## src/rtl/pcs_tx_os_sequencer_if.sv

```systemverilog
`default_nettype none
// ============================================================================
// Module      : pcs_tx_os_sequencer_if
// Description : Bundles the transmit-side GMII inputs, mode/config controls
//               and encoder-facing outputs of the ordered-set sequencer.
//               Suffixes are relative to the sequencer (the slave).
// Revision    : 1.0  initial release
// ============================================================================
interface pcs_tx_os_sequencer_if;
    logic [1:0]  xmit_i;
    logic [15:0] tx_config_reg_i;
    logic [7:0]  txd_i;
    logic        tx_en_i;
    logic        tx_er_i;
    logic        rd_neg_i;
    logic [7:0]  tx_code_o;
    logic        tx_k_o;
    logic        tx_even_o;
    logic        cfg_sent_o;
    logic        pkt_active_o;

    modport master (
        output xmit_i, tx_config_reg_i, txd_i, tx_en_i, tx_er_i, rd_neg_i,
        input  tx_code_o, tx_k_o, tx_even_o, cfg_sent_o, pkt_active_o
    );

    modport slave (
        input  xmit_i, tx_config_reg_i, txd_i, tx_en_i, tx_er_i, rd_neg_i,
        output tx_code_o, tx_k_o, tx_even_o, cfg_sent_o, pkt_active_o
    );
endinterface
`default_nettype wire

```

## src/rtl/pcs_tx_os_sequencer.sv

```systemverilog
`default_nettype none
// ============================================================================
// Module      : pcs_tx_os_sequencer
// Description : 1000BASE-X PCS transmit ordered-set sequencer. Emits /C1/,/C2/
//               config sets, /I1/,/I2/ idle sets and wraps GMII frames in
//               /S/ ... /T/R/(R/) ahead of the 8b/10b encoder.
// Revision    : 1.0  initial release
// ============================================================================
module pcs_tx_os_sequencer (
    input  wire logic            clk,
    input  wire logic            reset,
    pcs_tx_os_sequencer_if.slave bus
);

    localparam logic [1:0] c_XMIT_CONFIG = 2'b00;
    localparam logic [1:0] c_XMIT_DATA   = 2'b10;

    localparam logic [7:0] c_K28_5 = 8'hBC;
    localparam logic [7:0] c_D21_5 = 8'hB5;
    localparam logic [7:0] c_D2_2  = 8'h42;
    localparam logic [7:0] c_D5_6  = 8'hC5;
    localparam logic [7:0] c_D16_2 = 8'h50;
    localparam logic [7:0] c_SPD   = 8'hFB;
    localparam logic [7:0] c_EPD_T = 8'hFD;
    localparam logic [7:0] c_EPD_R = 8'hF7;
    localparam logic [7:0] c_ERR_V = 8'hFE;

    typedef enum logic [2:0] {
        CFG_C1   = 3'd0,
        CFG_C2   = 3'd1,
        IDLE_SET = 3'd2,
        SOP      = 3'd3,
        DATA     = 3'd4,
        EOP_T    = 3'd5,
        EOP_R    = 3'd6,
        EOP_R2   = 3'd7
    } state_t;

    state_t      state_q, state_d;
    logic [1:0]  cnt_q, cnt_d;
    logic [15:0] cfg_q, cfg_d;
    logic        rd_q, rd_d;
    logic        dmode_q, dmode_d;

    logic [7:0]  code_q, code_d;
    logic        k_q, k_d;
    logic        even_q;
    logic        cfg_sent_q, cfg_sent_d;
    logic        pkt_q, pkt_d;

    // Two-stage GMII delay line; stage 2 is the octet being placed now and
    // stage 1 provides a one-octet lookahead for the end of a frame.
    logic [7:0]  txd_p1_q, txd_p2_q;
    logic        en_p1_q, en_p2_q;
    logic        er_p1_q, er_p2_q;

    logic        w_even;

    // The octet produced at the next edge sits in the slot opposite the last.
    assign w_even = ~even_q;

    // GMII delay line, cleared by reset so no stale frame leaks out afterwards.
    always_ff @(posedge clk) begin
        if (reset) begin
            txd_p1_q <= 8'h00;
            txd_p2_q <= 8'h00;
            en_p1_q  <= 1'b0;
            en_p2_q  <= 1'b0;
            er_p1_q  <= 1'b0;
            er_p2_q  <= 1'b0;
        end else begin
            txd_p1_q <= bus.txd_i;
            txd_p2_q <= txd_p1_q;
            en_p1_q  <= bus.tx_en_i;
            en_p2_q  <= en_p1_q;
            er_p1_q  <= bus.tx_er_i;
            er_p2_q  <= er_p1_q;
        end
    end

    // FSM state, captured set fields and registered outputs.
    always_ff @(posedge clk) begin
        if (reset) begin
            state_q    <= CFG_C1;
            cnt_q      <= 2'd0;
            cfg_q      <= 16'h0000;
            rd_q       <= 1'b0;
            dmode_q    <= 1'b0;
            code_q     <= 8'h00;
            k_q        <= 1'b0;
            even_q     <= 1'b0;
            cfg_sent_q <= 1'b0;
            pkt_q      <= 1'b0;
        end else begin
            state_q    <= state_d;
            cnt_q      <= cnt_d;
            cfg_q      <= cfg_d;
            rd_q       <= rd_d;
            dmode_q    <= dmode_d;
            code_q     <= code_d;
            k_q        <= k_d;
            even_q     <= w_even;
            cfg_sent_q <= cfg_sent_d;
            pkt_q      <= pkt_d;
        end
    end

    // Next-state and next-octet selection. Octet 0 of every /C/ or idle set is
    // the set boundary: it always starts with K28.5 (or /S/ for a frame), so
    // xmit, the config word and rd_neg are all sampled there. CFG_C1/CFG_C2 at
    // octet 0 only records which /C/ flavour is due if config continues.
    always_comb begin
        state_d    = state_q;
        cnt_d      = cnt_q;
        cfg_d      = cfg_q;
        rd_d       = rd_q;
        dmode_d    = dmode_q;
        code_d     = 8'h00;
        k_d        = 1'b0;
        cfg_sent_d = 1'b0;
        pkt_d      = 1'b0;

        case (state_q)
            CFG_C1, CFG_C2, IDLE_SET: begin
                if (cnt_q == 2'd0) begin
                    cfg_d   = bus.tx_config_reg_i;
                    rd_d    = bus.rd_neg_i;
                    dmode_d = (bus.xmit_i == c_XMIT_DATA);
                    if (bus.xmit_i == c_XMIT_CONFIG) begin
                        code_d  = c_K28_5;
                        k_d     = 1'b1;
                        state_d = (state_q == CFG_C2) ? CFG_C2 : CFG_C1;
                        cnt_d   = 2'd1;
                    end else if ((bus.xmit_i == c_XMIT_DATA) && en_p2_q) begin
                        // Frame starts on an even slot: /S/ overwrites this octet.
                        code_d  = c_SPD;
                        k_d     = 1'b1;
                        pkt_d   = 1'b1;
                        state_d = en_p1_q ? DATA : EOP_T;
                        cnt_d   = 2'd0;
                    end else begin
                        code_d  = c_K28_5;
                        k_d     = 1'b1;
                        state_d = IDLE_SET;
                        cnt_d   = 2'd1;
                    end
                end else if (state_q == IDLE_SET) begin
                    // Second idle octet; a frame arriving here waits one slot.
                    code_d  = rd_q ? c_D16_2 : c_D5_6;
                    cnt_d   = 2'd0;
                    state_d = (dmode_q && en_p2_q) ? SOP : IDLE_SET;
                end else begin
                    case (cnt_q)
                        2'd1:    code_d = (state_q == CFG_C1) ? c_D21_5 : c_D2_2;
                        2'd2:    code_d = cfg_q[7:0];
                        default: begin
                            code_d     = cfg_q[15:8];
                            cfg_sent_d = 1'b1;
                            state_d    = (state_q == CFG_C1) ? CFG_C2 : CFG_C1;
                        end
                    endcase
                    cnt_d = cnt_q + 2'd1;
                end
            end
            SOP: begin
                code_d  = c_SPD;
                k_d     = 1'b1;
                pkt_d   = 1'b1;
                state_d = en_p1_q ? DATA : EOP_T;
            end
            DATA: begin
                code_d  = er_p2_q ? c_ERR_V : txd_p2_q;
                k_d     = er_p2_q;
                pkt_d   = 1'b1;
                state_d = en_p1_q ? DATA : EOP_T;
            end
            EOP_T: begin
                code_d  = c_EPD_T;
                k_d     = 1'b1;
                pkt_d   = 1'b1;
                state_d = EOP_R;
            end
            EOP_R: begin
                // An /R/ in an even slot needs a partner so idle resumes even.
                code_d  = c_EPD_R;
                k_d     = 1'b1;
                pkt_d   = 1'b1;
                state_d = w_even ? EOP_R2 : IDLE_SET;
                cnt_d   = 2'd0;
            end
            EOP_R2: begin
                code_d  = c_EPD_R;
                k_d     = 1'b1;
                pkt_d   = 1'b1;
                state_d = IDLE_SET;
                cnt_d   = 2'd0;
            end
            default: begin
                state_d = CFG_C1;
                cnt_d   = 2'd0;
            end
        endcase
    end

    assign bus.tx_code_o    = code_q;
    assign bus.tx_k_o       = k_q;
    assign bus.tx_even_o    = even_q;
    assign bus.cfg_sent_o   = cfg_sent_q;
    assign bus.pkt_active_o = pkt_q;

endmodule
`default_nettype wire

```

## src/flat_wrapper.sv

```systemverilog
// flat-port wrapper written by rule: the top's interface ports become plain ports
module pcs_tx_os_sequencer_flat 
  (clk, reset, bus_xmit_i, bus_tx_config_reg_i, bus_txd_i, bus_tx_en_i, bus_tx_er_i, bus_rd_neg_i, bus_tx_code_o, bus_tx_k_o, bus_tx_even_o, bus_cfg_sent_o, bus_pkt_active_o);
  pcs_tx_os_sequencer_if bus_i ();
  input  wire logic clk;
  input  wire logic reset;
  input wire logic [$bits(bus_i.xmit_i)-1:0] bus_xmit_i;
  input wire logic [$bits(bus_i.tx_config_reg_i)-1:0] bus_tx_config_reg_i;
  input wire logic [$bits(bus_i.txd_i)-1:0] bus_txd_i;
  input wire logic [$bits(bus_i.tx_en_i)-1:0] bus_tx_en_i;
  input wire logic [$bits(bus_i.tx_er_i)-1:0] bus_tx_er_i;
  input wire logic [$bits(bus_i.rd_neg_i)-1:0] bus_rd_neg_i;
  output wire logic [$bits(bus_i.tx_code_o)-1:0] bus_tx_code_o;
  output wire logic [$bits(bus_i.tx_k_o)-1:0] bus_tx_k_o;
  output wire logic [$bits(bus_i.tx_even_o)-1:0] bus_tx_even_o;
  output wire logic [$bits(bus_i.cfg_sent_o)-1:0] bus_cfg_sent_o;
  output wire logic [$bits(bus_i.pkt_active_o)-1:0] bus_pkt_active_o;
  assign bus_i.xmit_i = bus_xmit_i;
  assign bus_i.tx_config_reg_i = bus_tx_config_reg_i;
  assign bus_i.txd_i = bus_txd_i;
  assign bus_i.tx_en_i = bus_tx_en_i;
  assign bus_i.tx_er_i = bus_tx_er_i;
  assign bus_i.rd_neg_i = bus_rd_neg_i;
  assign bus_tx_code_o = bus_i.tx_code_o;
  assign bus_tx_k_o = bus_i.tx_k_o;
  assign bus_tx_even_o = bus_i.tx_even_o;
  assign bus_cfg_sent_o = bus_i.cfg_sent_o;
  assign bus_pkt_active_o = bus_i.pkt_active_o;
  pcs_tx_os_sequencer u_core (.clk(clk), .reset(reset), .bus(bus_i));
endmodule
```

## config.mk

```make
export PLATFORM = sky130hd
export DESIGN_NAME = pcs_tx_os_sequencer_flat
export DESIGN_NICKNAME = d
export VERILOG_FILES = /design/src/rtl/pcs_tx_os_sequencer_if.sv /design/src/rtl/pcs_tx_os_sequencer.sv /design/src/flat_wrapper.sv
export SDC_FILE = /design/constraint.sdc
export NUM_CORES = 1
export LEC_CHECK = 0
export ABC_AREA = 1
export CAP_MARGIN = 20
export CORE_MARGIN = 4
export CORE_UTILIZATION = 30
export CTS_CLUSTER_DIAMETER = 120
export CTS_CLUSTER_SIZE = 25
export DETAILED_ROUTE_END_ITERATION = 12
export PLACE_DENSITY_LB_ADDON = 0.05
export SYNTH_ARGS = -nofsm -noshare
export SYNTH_HDL_FRONTEND = slang
export SYNTH_SLANG_ARGS = --single-unit
```

## constraint.sdc

```tcl
create_clock -name clk -period 4.5 [get_ports clk]
set_clock_uncertainty 0.15 [all_clocks]
set_input_delay 0.675 -clock clk [delete_from_list [all_inputs] [get_ports clk]]
set_output_delay 0.675 -clock clk [all_outputs]
set_load 0.02 [all_outputs]
```

==> parameters.txt, run 1 <==
Parameter                              Value

Run status
  Outcome    complete, no violations

Final layout
  Antenna Cells    0
  Area of all sequential standard cells    0.001101 mm^2
  Core utilization of the finished layout    0.3779
  Fillers    842
  Synth-to-layout area growth    22.86%
  NumNets Final    379
  Ratio of cells with drive above 1 in the final layout    0.1214
  Footprint of the multi-input gates    978.4 um^2

Detailed routing
  Routed wire per std cell    12.60 um
  Ratio of routed vias to standard cells    4.342
  Total vias in the final route    1945
  DRC    0
  Number of iterations in the first detailed-routing pass    5
  Total detailed-routing wirelength    5.646 mm
  First-iteration detailed-routing DRC count    140
  Number of routed nets with antenna violations    0

Worst setup path
  Critical path cell sequence    clkdlybuf4s50_1
  Largest incremental delay on the critical path    630 ps
  Logic depth of the worst register-to-register path    10
  Slack of the worst reg-to-reg path    2530 ps
  RR Startpoint    u_core.cnt_q[0]
  Arrival time of the worst setup path    1340 ps
  Kind of critical path    flip-flop to output port
  Gate family responsible for the most delay along the worst path    buffers and inverters
  Critical R2R Capture    u_core.state_q[0]
  Required time reported for the critical path endpoint    3670 ps
  Critical-path cell with the highest stage delay    sky130_fd_sc_hd__clkdlybuf4s50_1
  Crit path max fanout    4
  Combined buffer and inverter count along the critical path    1
  Endpoint class of the critical path    output port
  Type of element launching the critical path    flip-flop

CTS
  Number of setup buffers added after CTS    0
  CTS max path bufs    2
  Gates resized, CTS repair    0
  Clock insertion delay at the later pin of the skew report    310 ps
  Cts bufs inserted    5
  Clk root buf    sky130_fd_sc_hd__clkbuf_8
  Quantity of hold-fixing buffers added after cts    0
  Clk sinks    55
  H-tree levels    2
  Clock edge transition at the registers on the reported setup and hold paths    100 ps
  CTS tree    done

Synth
  Main synth FF type    sky130_fd_sc_hd__dfxtp_1
  Main area contributors after synthesis    sky130_fd_sc_hd__dfxtp_1 (47%), sky130_fd_sc_hd__nand2_1 (10%), sky130_fd_sc_hd__inv_1 (7.0%)
  Most frequent cells after synthesis    sky130_fd_sc_hd__nand2_1 (63), sky130_fd_sc_hd__dfxtp_1 (55), sky130_fd_sc_hd__inv_1 (44)
  Synthesized instance count    306
  Synthesized cell area    0.002365 mm^2
  Mapped Nets    340
  Fraction of registers with async set or reset after synthesis    0
  Number of flops mapped to enable cells by yosys    0
  Total of flip-flops plus latches after synthesis    55
  Most frequently used cell type in the post-synthesis netlist    sky130_fd_sc_hd__nand2_1
  Per-instance average area after synthesis    7.728 um^2
  Synthesis warning total    0
  Yosys top cell area share    0.4656
  Cell taking the most area after synthesis    sky130_fd_sc_hd__dfxtp_1
  Proportion of synthesized chip area in sequential cells    0.4656
  Count of different cell masters after synthesis    30

Global route
  GRT Resource Usage Total    0.1251
  First-pass GRT wire length    9.653 mm
  Antenna violations before repair    0
  Largest net degree at the start of global routing    46
  Vias in the first global route    1960
  Total gr overflow    0

STA
  Time the final worst path needs with I/O delays and setup    2160 ps
  RSZ-0062 raised after global routing    no
  Peak Freq    0.4629 GHz
  Share of the cycle needed by the critical path after routing    0.4801
  Setup violations, final    0
  Worst slew pin tran    565.9 ps
  Sum Neg Setup Slack    0 ps
  Normalized max-slew margin    0.6227
  Number of pins exceeding their max-slew limit in the final report    0
  Final hold violation count    0

Die
  Boundary pin count    43
  Vertical extent of the die    96.79 um
  DIE AREA    0.009367 mm^2
  CORE AREA    0.007687 mm^2
  Effective utilization at floorplan    0.3076
  Row Count    32
  Die span in x    96.79 um

Power and ir drop
  Static leakage power    1.224 nW
  P per Cell Area    606.8 mW/mm^2
  Peak supply drop    0.1869 mV

Min path
  Worst min-delay path class    flip-flop to flip-flop
  Beginning of the worst hold path    u_core.txd_p1_q[3]
  Worst hold path stage count    2
  Worst hold endpoint    u_core.txd_p2_q[3]

Job
  Maxcap violations    0

Placed design
  Detailed-placement wirelength estimate    4.088 mm
  Port Buffers    42
  Final weighted congestion in routability-driven placement    0.7763
per-stage QoR:
| stage | cells | total power [mW] | worst slack [ps] | hold WS (ps) | cell area, um^2 |
|---|---|---|---|---|---|
| after floorplan | 306 | 1.312 | 2808 | 238.3 | 2365 |
| after global placement | 440 | 1.512 | 2485 | 242.5 | 2816 |
| after detailed placement | 440 | 1.507 | 2458 | 242.1 | 2816 |
| after CTS | 448 | 1.790 | 2322 | 253.4 | 2905 |
| after global routing | 448 | 1.910 | 2295 | 275.5 | 2905 |
| final | 448 | 1.763 | 2340 | 246.9 | 2905 |
report_power, final:
part / internal (mW) / switching (mW)
logic: 0.290 / 0.521
registers: 0.604 / 0.0736
clock network: 0.112 / 0.162
total: 1.01 / 0.757
cells by family after synthesis:
group | synth area share
simple gates | 0.2482
compound gates | 0.1497
buf+inv | 0.1206
fa+ha+maj | 0.01587
flops | 0.4656
per-layer routing:
metal	vias up	global-route usage	share of wire
li1	1028	-	-
met1	865	0.1696	0.49
met2	50	0.1948	0.44
met3	2	0.03389	0.064
met4	0	0.03672	0.0073
met5	-	0	0
how the worst max path moves through the flow:
| stage | start | to | slack, ps | cells past startpoint |
|---|---|---|---|---|
| 2_1_floorplan | reset | u_core.state_q[0] | 2810 | 6 |
| 3_3_place_gp | bus_xmit_i[1] | u_core.state_q[1] | 2490 | 8 |
| 3_5_place_dp | bus_xmit_i[1] | u_core.state_q[1] | 2460 | 8 |
| 4_1_cts | u_core.bus.tx_even_o | bus_tx_even_o | 2320 | 1 |
| 5_1_grt | u_core.bus.tx_even_o | bus_tx_even_o | 2300 | 1 |
| 6_report | u_core.bus.tx_even_o | bus_tx_even_o | 2340 | 1 |
registers in the layout, summed over array words and instances (netlist names):
register,count
u_core.dmode_q,1
u_core.en_p1_q,1
u_core.bus.tx_k_o,1
u_core.bus.cfg_sent_o,1
u_core.en_p2_q,1
u_core.er_p2_q,1
u_core.state_q,3
u_core.rd_q,1
u_core.cnt_q,2
u_core.bus.tx_even_o,1
u_core.cfg_q,16
u_core.er_p1_q,1
u_core.txd_p2_q,8
u_core.txd_p1_q,8
u_core.bus.pkt_active_o,1
u_core.bus.tx_code_o,8
cell usage in the layout (no fill, tap or decap):
| cell | count |
|---|---|
| sky130_fd_sc_hd__o21ai_2 | 1 |
| sky130_fd_sc_hd__a31oi_1 | 2 |
| sky130_fd_sc_hd__nand2_8 | 1 |
| sky130_fd_sc_hd__nor2_2 | 3 |
| sky130_fd_sc_hd__buf_4 | 1 |
| sky130_fd_sc_hd__clkinvlp_4 | 1 |
| sky130_fd_sc_hd__or2_2 | 1 |
| sky130_fd_sc_hd__nand3_1 | 6 |
| sky130_fd_sc_hd__a21oi_1 | 23 |
| sky130_fd_sc_hd__o21ai_0 | 13 |
| sky130_fd_sc_hd__clkbuf_1 | 1 |
| sky130_fd_sc_hd__inv_6 | 3 |
| sky130_fd_sc_hd__inv_1 | 44 |
| sky130_fd_sc_hd__ha_1 | 3 |
| sky130_fd_sc_hd__nor2_4 | 1 |
| sky130_fd_sc_hd__dfxtp_1 | 55 |
| sky130_fd_sc_hd__nand2_2 | 10 |
| sky130_fd_sc_hd__nand4_1 | 3 |
| sky130_fd_sc_hd__buf_2 | 1 |
| sky130_fd_sc_hd__clkdlybuf4s50_1 | 41 |
| sky130_fd_sc_hd__nand3b_1 | 1 |
| sky130_fd_sc_hd__o211ai_1 | 1 |
| sky130_fd_sc_hd__clkbuf_8 | 5 |
| sky130_fd_sc_hd__nor3_1 | 4 |
| sky130_fd_sc_hd__o31ai_1 | 2 |
| sky130_fd_sc_hd__a21oi_2 | 14 |
| sky130_fd_sc_hd__o21a_1 | 1 |
| sky130_fd_sc_hd__nand2_1 | 63 |
| sky130_fd_sc_hd__nor4_1 | 2 |
| sky130_fd_sc_hd__clkinv_1 | 1 |
| sky130_fd_sc_hd__nor2_1 | 38 |
layout make-up:
cell class / count / share of cell area
flip-flops and latches: 55 / 0.3790
well taps: 102 / 0.04393
clock inverters: 2 / 0.005599
multi-input cells: 193 / 0.3368
clock buffers: 6 / 0.02498
inverters: 47 / 0.06417
repair buffers: 43 / 0.1456
No activity file was read; power rests on OpenSTA's default activity.
==> run 2, diff against run 1 <==
clock period = 1.9 ns   (was 4.5 ns; I/O delays follow)
==> parameters.txt, run 2 (same netlist as run 1, synthesis figures left out) <==
Parameter                              Value

CTS
  Cts bufs inserted    5 (unchanged)
  Clock insertion delay at the later pin of the skew report    310 ps (about the same)
  Clk root buf    sky130_fd_sc_hd__clkbuf_8
  H-tree levels    2 (unchanged)
  CTS max path bufs    2 (unchanged)
  Clock edge transition at the registers on the reported setup and hold paths    100 ps (about the same)
  Quantity of hold-fixing buffers added after cts    0 (unchanged)
  Clk sinks    55 (unchanged)
  CTS tree    done

STA
  Final hold violation count    0 (unchanged)
  Time the final worst path needs with I/O delays and setup    1759 ps
  Normalized max-slew margin    0.7663 (+0.1436)
  RSZ-0062 raised after global routing    no
  Sum Neg Setup Slack    0 ps (unchanged)
  Share of the cycle needed by the critical path after routing    0.9258
  Number of pins exceeding their max-slew limit in the final report    0 (unchanged)
  Peak Freq    0.5685 GHz
  Setup violations, final    0 (unchanged)
  Worst slew pin tran    348.3 ps (-217.6 ps)

Run status
  Outcome    complete, no violations

Die
  Boundary pin count    43 (unchanged)
  Vertical extent of the die    96.79 um (unchanged)
  Effective utilization at floorplan    0.3076 (unchanged)
  Row Count    32 (unchanged)
  Die span in x    96.79 um (unchanged)
  DIE AREA    0.009367 mm^2 (unchanged)
  CORE AREA    0.007687 mm^2 (unchanged)

Final layout
  Number of standard cells in the final layout excluding fillers    455 (+1.6%)
  Footprint of the multi-input gates    978.4 um^2 (unchanged)
  Antenna Cells    0 (unchanged)
  Area of all sequential standard cells    0.001101 mm^2 (unchanged)
  Fillers    821 (-2.5%)
  Leading cell type in the layout, fill and taps excluded    sky130_fd_sc_hd__nand2_1
  Ratio of cells with drive above 1 in the final layout    0.1445 (+0.02309)
  Commonest non-fill, non-tap cells in the layout    sky130_fd_sc_hd__nand2_1 (63), sky130_fd_sc_hd__dfxtp_1 (55), sky130_fd_sc_hd__inv_1 (43)
  Most flop-heavy register    u_core.cfg_q
  Synth-to-layout area growth    26.56%
  Number of flip-flops in the largest register    16 (unchanged)
  NumNets Final    386 (+1.8%)

Global route
  First-pass GRT wire length    9.735 mm (+0.85%)
  GRT Resource Usage Total    0.1282 (+0.003112)
  Largest net degree at the start of global routing    37 (-20%)
  Vias in the first global route    1942 (-0.92%)
  Total gr overflow    0 (unchanged)
  Antenna violations before repair    0 (unchanged)

Worst setup path
  Required time reported for the critical path endpoint    1460 ps (-2210 ps)
  Critical-path cell with the highest stage delay    sky130_fd_sc_hd__clkdlybuf4s50_1
  Kind of critical path    flip-flop to output port
  Type of element launching the critical path    flip-flop
  Arrival time of the worst setup path    1320 ps (-20 ps)
  Crit path max fanout    4 (unchanged)
  Combined buffer and inverter count along the critical path    1 (unchanged)
  Endpoint class of the critical path    output port
  Critical path cell sequence    clkdlybuf4s50_1
  Gate family responsible for the most delay along the worst path    buffers and inverters
  Largest incremental delay on the critical path    620 ps (about the same)

Placed design
  Detailed-placement wirelength estimate    4.517 mm (+10%)
  Number of cells after detailed placement    447 (+1.6%)
  Port Buffers    42 (unchanged)
  Final weighted congestion in routability-driven placement    0.8550 (+10%)

Detailed routing
  DRC    0 (unchanged)
  Total vias in the final route    1964 (+0.98%)
  Routed wire per std cell    12.91 um (+2.4%)
  Total detailed-routing wirelength    5.873 mm (+4.0%)
  Number of routed nets with antenna violations    0 (unchanged)
  Number of iterations in the first detailed-routing pass    4 (-1)
  First-iteration detailed-routing DRC count    62 (-56%)
  Ratio of routed vias to standard cells    4.316 (-0.58%)

Power and ir drop
  Static leakage power    1.270 nW (+3.8%)
  P per Cell Area    1468 mW/mm^2 (+140%)
  Peak supply drop    0.6134 mV (+230%)

Min path
  Worst min-delay path class    input pin to flip-flop

Job
  Maxcap violations    0 (unchanged)
-- run 2: timing repair --
action,in CTS,in global routing
endpoints found under the setup margin,0,1
setup buffers,0,0
gates resized for setup,0,1
hold endpoints to repair,0,0
-- run 2: final cells by class --
| class | count | area share |
|---|---|---|
| flip-flops and latches | 55 | 0.3679 |
| multi-input cells | 193 | 0.3269 |
| repair buffers | 50 | 0.1672 |
| inverters | 47 | 0.06229 |
| well taps | 102 | 0.04264 |
| clock buffers | 6 | 0.02759 |
| clock inverters | 2 | 0.005435 |
-- run 2: worst reg2reg max path: cells and delay by family, from the launching register on --
kind          cells  cell delay [ps]
flops             1              390
simple gates      7              660
fa+ha+maj         1              220
buf+inv           2              200
-- run 2: report_power, final --
group	total (mW)	internal, mW	switching (mW)
registers	1.61	1.43	0.179
logic	2.10	0.817	1.28
clock network	0.686	0.298	0.387
-- run 2: path summary, 6_finish.rpt --
kind	endpoint	start	slack [ps]	cells past startpoint
worst min register to register	u_core.er_p2_q	u_core.er_p1_q	260	2
worst max register to register	u_core.state_q[0]	u_core.cnt_q[0]	200	10
worst min-delay path	u_core.txd_p2_q[1]	reset	190	2
worst max-delay path	bus_tx_even_o	u_core.bus.tx_even_o	140	1
-- run 2: routing by layer --
| layer | vias to the layer above | routed length (um) | global-route usage |
|---|---|---|---|
| li1 | 1042 | - | - |
| met1 | 883 | 2883 | 0.1712 |
| met2 | 37 | 2718 | 0.2075 |
| met3 | 2 | 243 | 0.02956 |
| met4 | 0 | 29 | 0.03564 |
| met5 | - | 0 | 0 |
-- run 2: per-stage QoR --
step                      cell area [um^2]  hold WS (ps)  power, mW  setup slack (ps)  utilization
after global routing                  2993         182.3      4.752             43.63       0.3893
after global placement                2894         241.3      3.767             94.60       0.3765
after detailed placement              2894         242.2      3.748             159.8       0.3765
after floorplan                       2365         238.3      3.106             302.7            -
after CTS                             2993         186.5      4.452             121.2       0.3893
final                                 2993         192.4      4.394             140.9       0.3893
==> run 3, diff against run 2 <==
CELL_PAD_IN_SITES_DETAIL_PLACEMENT = 1   (was default)
CELL_PAD_IN_SITES_GLOBAL_PLACEMENT = 1   (was default)
DONT_BUFFER_PORTS = 1   (was default)
SLEW_MARGIN = 30   (was default)
==> parameters.txt, run 3 (same netlist as run 1, synthesis figures left out) <==
Parameter                              Value

Detailed routing
  Routed wire per std cell    14.53 um (+13%)
  DRC    0 (unchanged)
  Number of routed nets with antenna violations    0 (unchanged)
  Total vias in the final route    1960 (-0.20%)
  First-iteration detailed-routing DRC count    73 (+18%)
  Number of iterations in the first detailed-routing pass    4 (unchanged)
  Ratio of routed vias to standard cells    4.424 (+2.5%)
  Total detailed-routing wirelength    6.439 mm (+9.6%)

Worst setup path
  Slack of the worst reg-to-reg path    160 ps (-40 ps)
  RR Startpoint    u_core.cnt_q[0]
  Arrival time of the worst setup path    1810 ps (+490 ps)
  Critical path cell sequence    inv_1 -> ha_1 -> inv_1 -> nand2_2 -> nor2_1 -> nand2_1 -> nand2_1 -> nor2_1 -> nand2_1 -> nand2_1
  Largest incremental delay on the critical path    380 ps (-240 ps)
  Endpoint class of the critical path    flip-flop
  Kind of critical path    flip-flop to flip-flop
  Type of element launching the critical path    flip-flop
  Critical-path cell with the highest stage delay    sky130_fd_sc_hd__dfxtp_1
  Required time reported for the critical path endpoint    1970 ps (+510 ps)
  Critical R2R Capture    u_core.state_q[0]
  Crit path max fanout    8 (+4)
  Logic depth of the worst register-to-register path    10 (unchanged)
  Cell occurring most often along the worst timing path    sky130_fd_sc_hd__nand2_1

Placed design
  Detailed-placement wirelength estimate    4.545 mm (+0.63%)
  Port Buffers    0 (-100%)
  Final weighted congestion in routability-driven placement    0.7763 (-9.2%)

Min path
  Beginning of the worst hold path    bus_tx_config_reg_i[4]
  Worst min-delay path class    input pin to flip-flop
  Worst hold path stage count    2 (unchanged)
  Worst hold endpoint    u_core.cfg_q[4]

CTS
  Clk root buf    sky130_fd_sc_hd__clkbuf_8
  CTS tree    done
  Clock insertion delay at the later pin of the skew report    320 ps (about the same)
  Cts bufs inserted    5 (unchanged)
  Clk sinks    55 (unchanged)
  CTS max path bufs    2 (unchanged)
  Clock edge transition at the registers on the reported setup and hold paths    100 ps (about the same)
  H-tree levels    2 (unchanged)

Final layout
  Synth-to-layout area growth    21.69%
  Antenna Cells    0 (unchanged)
  Commonest non-fill, non-tap cells in the layout    sky130_fd_sc_hd__nand2_1 (63), sky130_fd_sc_hd__dfxtp_1 (53), sky130_fd_sc_hd__inv_1 (44)
  NumNets Final    374 (-3.1%)
  Number of flip-flops in the largest register    16 (unchanged)
  Fillers    956 (+16%)
  Most flop-heavy register    u_core.cfg_q
  Ratio of cells with drive above 1 in the final layout    0.1672 (+0.02268)
  Leading cell type in the layout, fill and taps excluded    sky130_fd_sc_hd__nand2_1

Global route
  Total gr overflow    0 (unchanged)
  GRT Resource Usage Total    0.1435 (+0.01528)
  First-pass GRT wire length    10.76 mm (+10%)
  Largest net degree at the start of global routing    46 (+24%)
  Antenna violations before repair    0 (unchanged)
  Vias in the first global route    2091 (+7.7%)

Job
  Maxcap violations    0 (unchanged)

Die
  Vertical extent of the die    96.79 um (unchanged)
  DIE AREA    0.009367 mm^2 (unchanged)
  Die span in x    96.79 um (unchanged)
  Row Count    32 (unchanged)
  CORE AREA    0.007687 mm^2 (unchanged)
  Boundary pin count    43 (unchanged)
  Effective utilization at floorplan    0.3076 (unchanged)

STA
  Time the final worst path needs with I/O delays and setup    1740 ps (-19.30 ps)
  Setup violations, final    0 (unchanged)
  Peak Freq    0.5748 GHz (+1.1%)
  Final hold violation count    0 (unchanged)
  RSZ-0062 raised after global routing    no
  Worst slew pin tran    344.7 ps (-3.614 ps)
  Number of pins exceeding their max-slew limit in the final report    0 (unchanged)
  Share of the cycle needed by the critical path after routing    0.9157 (-0.01016)
  Sum Neg Setup Slack    0 ps (unchanged)
  Normalized max-slew margin    0.7688 (+0.002424)

Power and ir drop
  Static leakage power    1.252 nW (-1.4%)
  Total design power    4.339 mW (-1.2%)
  Peak supply drop    0.5394 mV (-12%)
  P per Cell Area    1508 mW/mm^2 (+2.7%)

Run status
  Outcome    complete, no violations
run 3: cell types whose count changed in the layout (fill, tap and decap cells not counted), sizes merged:
cell           previous run  this run
clkdlybuf4s50            41         0
dlygate4sd3               0        24
buf                       9        14
bufinv                    0         1
clkinvlp                  1         0
clkbuf                    6         5
inv                      46        47
run 3: cell type report:
class                   count  area (um^2)  share of cell area
inverters                  47        186.4             0.06478
repair buffers             38        365.4              0.1270
flip-flops and latches     55         1104              0.3835
clock buffers               5        68.82             0.02391
clock inverters             3        47.55             0.01652
multi-input cells         193        978.4              0.3400
well taps                 102        127.6             0.04435
run 3: metrics by stage:
step	util	cell area, um^2	setup WS (ps)	hold slack, ps	cells
6_report	0.3743	2878	160.2	24.90	443
5_1_grt	0.3743	2878	23.28	34.54	443
4_1_cts	0.3711	2853	13.43	22.65	440
3_5_place_dp	0.3211	2469	28.36	205.9	407
3_3_place_gp	0.3211	2469	18.19	205.2	407
2_1_floorplan	-	2365	302.7	238.3	306
run 3: power breakdown:
group | switching (mW) | internal (mW) | leakage, nW | total (mW)
clock | 0.417 | 0.400 | 0.0587 | 0.817
sequential | 0.313 | 1.44 | 0.456 | 1.75
combinational | 1.14 | 0.636 | 0.737 | 1.77
run 3: what timing repair did:
| item | 4_1_cts | 5_1_grt |
|---|---|---|
| endpoints found under the hold margin | 47 | 0 |
| resized for setup | 0 | 2 |
| setup buffers | 0 | 3 |
| hold buffers | 25 | 0 |
| setup endpoints to repair | 0 | 7 |
run 3: how the worst max path moves through the flow:
stage,start,endpoint,slack [ps]
floorplan,u_core.cnt_q[0],u_core.state_q[0],300
global placement,u_core.state_q[2],u_core.bus.tx_code_o[4],20
detailed placement,u_core.state_q[2],u_core.bus.tx_code_o[4],30
CTS,u_core.state_q[2],u_core.bus.tx_code_o[4],10
global route,u_core.cnt_q[0],u_core.state_q[0],20
finish,u_core.cnt_q[0],u_core.state_q[0],160
run 3: worst max-delay path: cells and delay by family (launching register included):
family | cells | cell delay, ps
adder cells (fa/ha/maj) | 1 | 230
buffers and inverters | 2 | 170
flip-flops | 1 | 380
AND/OR/NAND/NOR | 7 | 710
run 3: per-layer routing:
layer	up-vias	GRT usage	routed length [um]
met1	893	0.1879	3106
met2	39	0.2351	3019
li1	1022	-	-
met4	0	0.03564	65
met3	6	0.03821	248
met5	-	0	0
